==> src/rtl/rom_burst_reader.sv <==
// rom_burst_reader
//   Burst read sequencer in front of a single-port ROM with a 1-cycle
//   registered read. A start command latches a base address and a length.
//   The block then walks consecutive ROM addresses, wrapping modulo the ROM
//   depth, and delivers the returned words as a valid/ready stream. A
//   2-entry output buffer absorbs backpressure. A new address is issued only
//   when the buffer plus the read in flight leave room for the word, so no
//   word is ever dropped.
//
// Ports
//   i_clk        clock, all state on posedge
//   i_rst        synchronous active-high reset
//   i_start      start burst (sampled only while idle)
//   i_base_addr  first ROM address of the burst
//   i_len        number of words in the burst (0 = command ignored)
//   o_busy       high from the cycle after an accepted start until o_done
//   o_done       one-cycle pulse after the last word is accepted
//   o_rom_en     ROM enable, high for the whole burst
//   o_rom_addr   ROM address
//   i_rom_data   ROM read data, valid one cycle after the address
//   o_valid      output word valid
//   o_data       output word (buffer head)
//   o_last       final word of the burst, qualified by o_valid
//   i_ready      downstream accepts when o_valid && i_ready
module rom_burst_reader #(
  parameter int ADDR_W = 3,
  parameter int DATA_W = 8,
  parameter int LEN_W  = 4
) (
  input  logic              i_clk,
  input  logic              i_rst,
  input  logic              i_start,
  input  logic [ADDR_W-1:0] i_base_addr,
  input  logic [LEN_W-1:0]  i_len,
  output logic              o_busy,
  output logic              o_done,
  output logic              o_rom_en,
  output logic [ADDR_W-1:0] o_rom_addr,
  input  logic [DATA_W-1:0] i_rom_data,
  output logic              o_valid,
  output logic [DATA_W-1:0] o_data,
  output logic              o_last,
  input  logic              i_ready
);

  typedef enum logic [1:0] {S_IDLE, S_RUN, S_DRAIN} state_t;

  state_t            state, state_nxt;
  logic [LEN_W-1:0]  len_q;
  logic [LEN_W-1:0]  issued_q;
  logic [LEN_W-1:0]  accepted_q;
  logic [ADDR_W-1:0] addr_q;
  logic              vld_p1;       // a ROM read issued last cycle returns now
  logic [1:0]        cnt_q;        // buffer occupancy, 0..2
  logic [DATA_W-1:0] buf0_q;       // buffer head
  logic [DATA_W-1:0] buf1_q;
  logic              done_q;

  logic              start_ok;
  logic              pop;
  logic              issue;
  logic              last_acc;
  logic [1:0]        outstanding;

  assign start_ok    = (state == S_IDLE) && i_start && (i_len != '0);
  assign pop         = (cnt_q != 2'd0) && i_ready;
  // buffered words plus the read in flight never exceed two
  assign outstanding = cnt_q + {1'b0, vld_p1};
  // A slot freed by this cycle's handshake can be refilled immediately,
  // which keeps one word per cycle flowing when i_ready stays high.
  assign issue       = (state == S_RUN) &&
                       ((outstanding < 2'd2) || ((outstanding == 2'd2) && pop));
  assign last_acc    = pop && (accepted_q == len_q - LEN_W'(1));

  always_ff @(posedge i_clk) begin
    if (i_rst) begin
      state <= S_IDLE;
    end else begin
      state <= state_nxt;
    end
  end

  always_comb begin
    state_nxt  = state;
    o_busy     = 1'b0;
    o_rom_en   = 1'b0;
    o_rom_addr = addr_q;
    o_valid    = (cnt_q != 2'd0);
    o_data     = buf0_q;
    o_last     = 1'b0;
    o_done     = done_q;
    case (state)
      S_IDLE: begin
        if (start_ok) state_nxt = S_RUN;
      end
      S_RUN: begin
        o_busy   = 1'b1;
        o_rom_en = 1'b1;
        if (issue && (issued_q + LEN_W'(1) == len_q)) state_nxt = S_DRAIN;
      end
      S_DRAIN: begin
        // enable stays high so the final in-flight read still returns
        o_busy   = 1'b1;
        o_rom_en = 1'b1;
        if (last_acc) state_nxt = S_IDLE;
      end
      default: state_nxt = S_IDLE;
    endcase
    o_last = o_valid && (accepted_q == len_q - LEN_W'(1));
  end

  // Stage p0: address issue and burst counters
  always_ff @(posedge i_clk) begin
    if (i_rst) begin
      len_q      <= '0;
      addr_q     <= '0;
      issued_q   <= '0;
      accepted_q <= '0;
      vld_p1     <= 1'b0;
      done_q     <= 1'b0;
    end else begin
      done_q <= last_acc;
      vld_p1 <= issue;
      if (start_ok) begin
        len_q      <= i_len;
        addr_q     <= i_base_addr;
        issued_q   <= '0;
        accepted_q <= '0;
      end
      if (issue) begin
        addr_q   <= addr_q + ADDR_W'(1);
        issued_q <= issued_q + LEN_W'(1);
      end
      if (pop) accepted_q <= accepted_q + LEN_W'(1);
    end
  end

  // Stage p1: capture returned ROM data into the in-order output buffer
  always_ff @(posedge i_clk) begin
    if (i_rst) begin
      cnt_q  <= 2'd0;
      buf0_q <= '0;
      buf1_q <= '0;
    end else begin
      case ({vld_p1, pop})
        2'b10: begin
          if (cnt_q == 2'd0) buf0_q <= i_rom_data;
          else               buf1_q <= i_rom_data;
          cnt_q <= cnt_q + 2'd1;
        end
        2'b01: begin
          buf0_q <= buf1_q;
          cnt_q  <= cnt_q - 2'd1;
        end
        2'b11: begin
          // capture and handshake together: occupancy unchanged, order kept
          if (cnt_q == 2'd1) begin
            buf0_q <= i_rom_data;
          end else begin
            buf0_q <= buf1_q;
            buf1_q <= i_rom_data;
          end
        end
        default: ;
      endcase
    end
  end

endmodule

==> config.mk <==
export PLATFORM = sky130hd
export DESIGN_NAME = rom_burst_reader
export DESIGN_NICKNAME = d
export VERILOG_FILES = /design/src/rtl/rom_burst_reader.sv
export SDC_FILE = /design/constraint.sdc
export NUM_CORES = 1
export LEC_CHECK = 0
export CAP_MARGIN = 20
export CORE_MARGIN = 2
export CORE_UTILIZATION = 51
export CTS_CLUSTER_SIZE = 16
export DETAILED_ROUTE_END_ITERATION = 8
export GPL_TIMING_DRIVEN = 0
export HOLD_SLACK_MARGIN = 0.12
export PLACE_DENSITY = 0.88
export SYNTH_ARGS = -nofsm -noshare
export SYNTH_HDL_FRONTEND = slang
export SYNTH_SLANG_ARGS = --single-unit
==> constraint.sdc <==
create_clock -name i_clk -period 2.45 [get_ports i_clk]
set_clock_uncertainty 0.1 [all_clocks]
set_input_delay 0.49 -clock i_clk [delete_from_list [all_inputs] [get_ports i_clk]]
set_output_delay 0.49 -clock i_clk [all_outputs]
set_load 0.1 [all_outputs]
==> metrics.txt <==
total gr overflow 0; first-pass GRT wire length 7.29 mm; Pleak slightly above 1 nW; routed len/inst around 14 µm; root buffer cell clkbuf_8; Buf/Inv on CP 2; port bufs 34; Syn Area/Cell approximately 8.8 µm²; mean number of vias per cell 5.44; Async SR Flop Fraction 0%; final cell count without fillers around 300; Post-CTS Hold Buffers 0; DP Cell Count 294; Final Hold Slack 398 ps; Setup WS post-layout around 45 ps; Max-slew headroom 34.8%; period utilisation layout a little over nine tenths; count of cell types in the netlist 36; Starting Density about half; CTS tree yes; Fin. Hold Viols 0; Layout area overhead 33.6%; Core ar. 3610 µm²; largest net degree at the start of global routing 13; I/O Pins 35; CP delay by family, top XOR/XNOR gates; worst skew pair latency 300 ps; clock slew at reported path FFs ~80 ps; Syn. warnings 0; crit path capture type output port; # diodes 0; Max clock buf depth 2; GRT Util Overall 22.4%; Synth top area share 39.6%; fillcell total approximately 290; vias between 1500 and 2000; Synthesized Nets 245; crit-path max cell delay 390 ps; Max Fclk between 400 and 500 MHz; critical-path maximum fanout 5; layout cells sized above 1 11.8%; PwrDens 1290 nW/µm²; CTS buffer count 5; most common cell after layout, fill and taps aside nor2_1; Synth Cell Area 1870 µm²; CP Class flip-flop to output port; worst-path cell chain inv_1, ha_4, xor2_1, xnor2_1, nand3_2, nor2_4, buf_12; Worst VDD drop 0.000822 V; RSZ-0062 raised after global routing true; Top FF cell, synth dfxtp_1; EDFF count, synth 0; CP required 1860 ps; most frequent cells in the layout 36 x nor2_1, 35 x dfxtp_1, 28 x clkdlybuf4s50_1; Synth Register Bits 37; post-synthesis cell count 212; # nets final 287; min cycle time layout approximately 2400 ps; Place WS -630 ps; arrival time at the worst endpoint 1820 ps; Routed Antenna Nets 0; status complete, no violations; clk sink count 37; number of max-cap violations 0; crit start category flip-flop; flop2flop setup slack 120 ps; Least-Margin Pin Slew 976 ps; drt total wl 4.27 mm; largest area contributor in the netlist dfxtp_1; vias in the first global route about 1600; Initial DRC Count 75; total die area ~4200 µm²; CP max stage cell dfxtp_4; Die X 64.6 µm; number of placement rows 22; DP Wirelength 3.06 mm; Seq/Total Area, Yosys about two fifths; DRC viols 0; Hold WC Path Type flip-flop to flip-flop; Setup-failing EPs final 0; DR pass1 iterations 4; die height 64.6 µm; gpl congestion 0.849; Max Slew Vio Count 0; Synth area leaders dfxtp_1 40%, ha_1 9.4%, nor2_1 7.4%; H-tree lvl count 2; antenna violations before repair 0
==> path summary, 6_finish.rpt <==
check | start | to | cells after the start
min reg2reg | buf1_q[1]$_SDFFE_PP0P_ | buf1_q[1]$_SDFFE_PP0P_ | 2
min | buf1_q[1]$_SDFFE_PP0P_ | buf1_q[1]$_SDFFE_PP0P_ | 2
max reg2reg | cnt_q[0]$_SDFFE_PP0P_ | o_data[4]$_SDFFE_PP0P_ | 10
max | len_q[0]$_SDFFE_PP0P_ | o_last | 7
==> synth_stat cells (all sizes together) (3+ instances only) <==
library cell,instances
nand2,13
a211oi,12
xor2,7
clkbuf,5
nand3,4
mux2i,9
xnor2,9
ha,14
a22oi,8
a21oi,11
inv,11
o21ai,8
buf,3
nor2,37
dfxtp,37
==> per-layer routing <==
layer	share of wire, %	track usage [%]	wire length (µm)	up-vias
met1	43	25.1	1850	770
met3	4.5	4.34	194	10
met4	2.0	8.24	85	0
met2	50	41.7	2140	40
met5	0	0	0	-
li1	-	-	-	827
==> power by group <==
part           internal, W  switching [W]  leakage, nW
registers         0.000735       0.000108        0.303
logic             0.000540        0.00128        0.661
clock network     0.000331       0.000231       0.0574
==> flip-flops by register name, summed over array words and instances (netlist names), 2 cells and up <==
signal      cells
o_data          8
len_q           4
accepted_q      4
buf1_q          8
state           2
cnt_q           2
issued_q        4
o_rom_addr      3
==> stage by stage <==
| stage | power, W | TNS, ps | area, µm² | utilization, % |
|---|---|---|---|---|
| 6_report | 0.00322 | 0 | 2500 | 69.3 |
| 5_1_grt | 0.00339 | -50.3 | 2500 | 69.3 |
| 4_1_cts | 0.00318 | 0 | 2450 | 67.9 |
| 3_5_place_dp | 0.00263 | -1440 | 2310 | 64.1 |
| 3_3_place_gp | 0.00259 | -1030 | 2310 | 64.1 |
| 2_1_floorplan | 0.00225 | -31.8 | 1910 | - |
==> tightest hold or removal path, delay by kind of cell, from the launching register on <==
family / cells / cell delay (ps)
flip-flops: 1 / 330
multiplexers: 1 / 70
AND/OR/NAND/NOR: 1 / 70
==> layout make-up <==
type	count	area [µm²]	share of cell area (%)
multi-input combinational	156	1110	44.6
sequential	37	748	29.9
timing repair buffer	35	367	14.7
clock buffer	6	82.6	3.30
tap	48	60.1	2.40
buffer	8	45.0	1.80
inverter	11	45.0	1.80
clock inverter	2	37.5	1.50
==> logic make-up after synthesis <==
family / after synthesis / share of synthesized area, %
simple gates: 67 / 16.0
compound gates: 50 / 18.1
flops: 37 / 39.6
buf+inv: 19 / 4.62
xor+xnor: 16 / 7.49
fa+ha+maj: 14 / 9.36
mux: 9 / 4.82
==> repair_timing <==
item | in CTS | in global routing
endpoints found under the hold margin | 0 | 0
pin swaps | 0 | 3
buffers inserted | 0 | 1
setup endpoints to repair | 4 | 5
gates resized for setup | 20 | 9
Note: power is estimated with default switching activity, not from simulation.
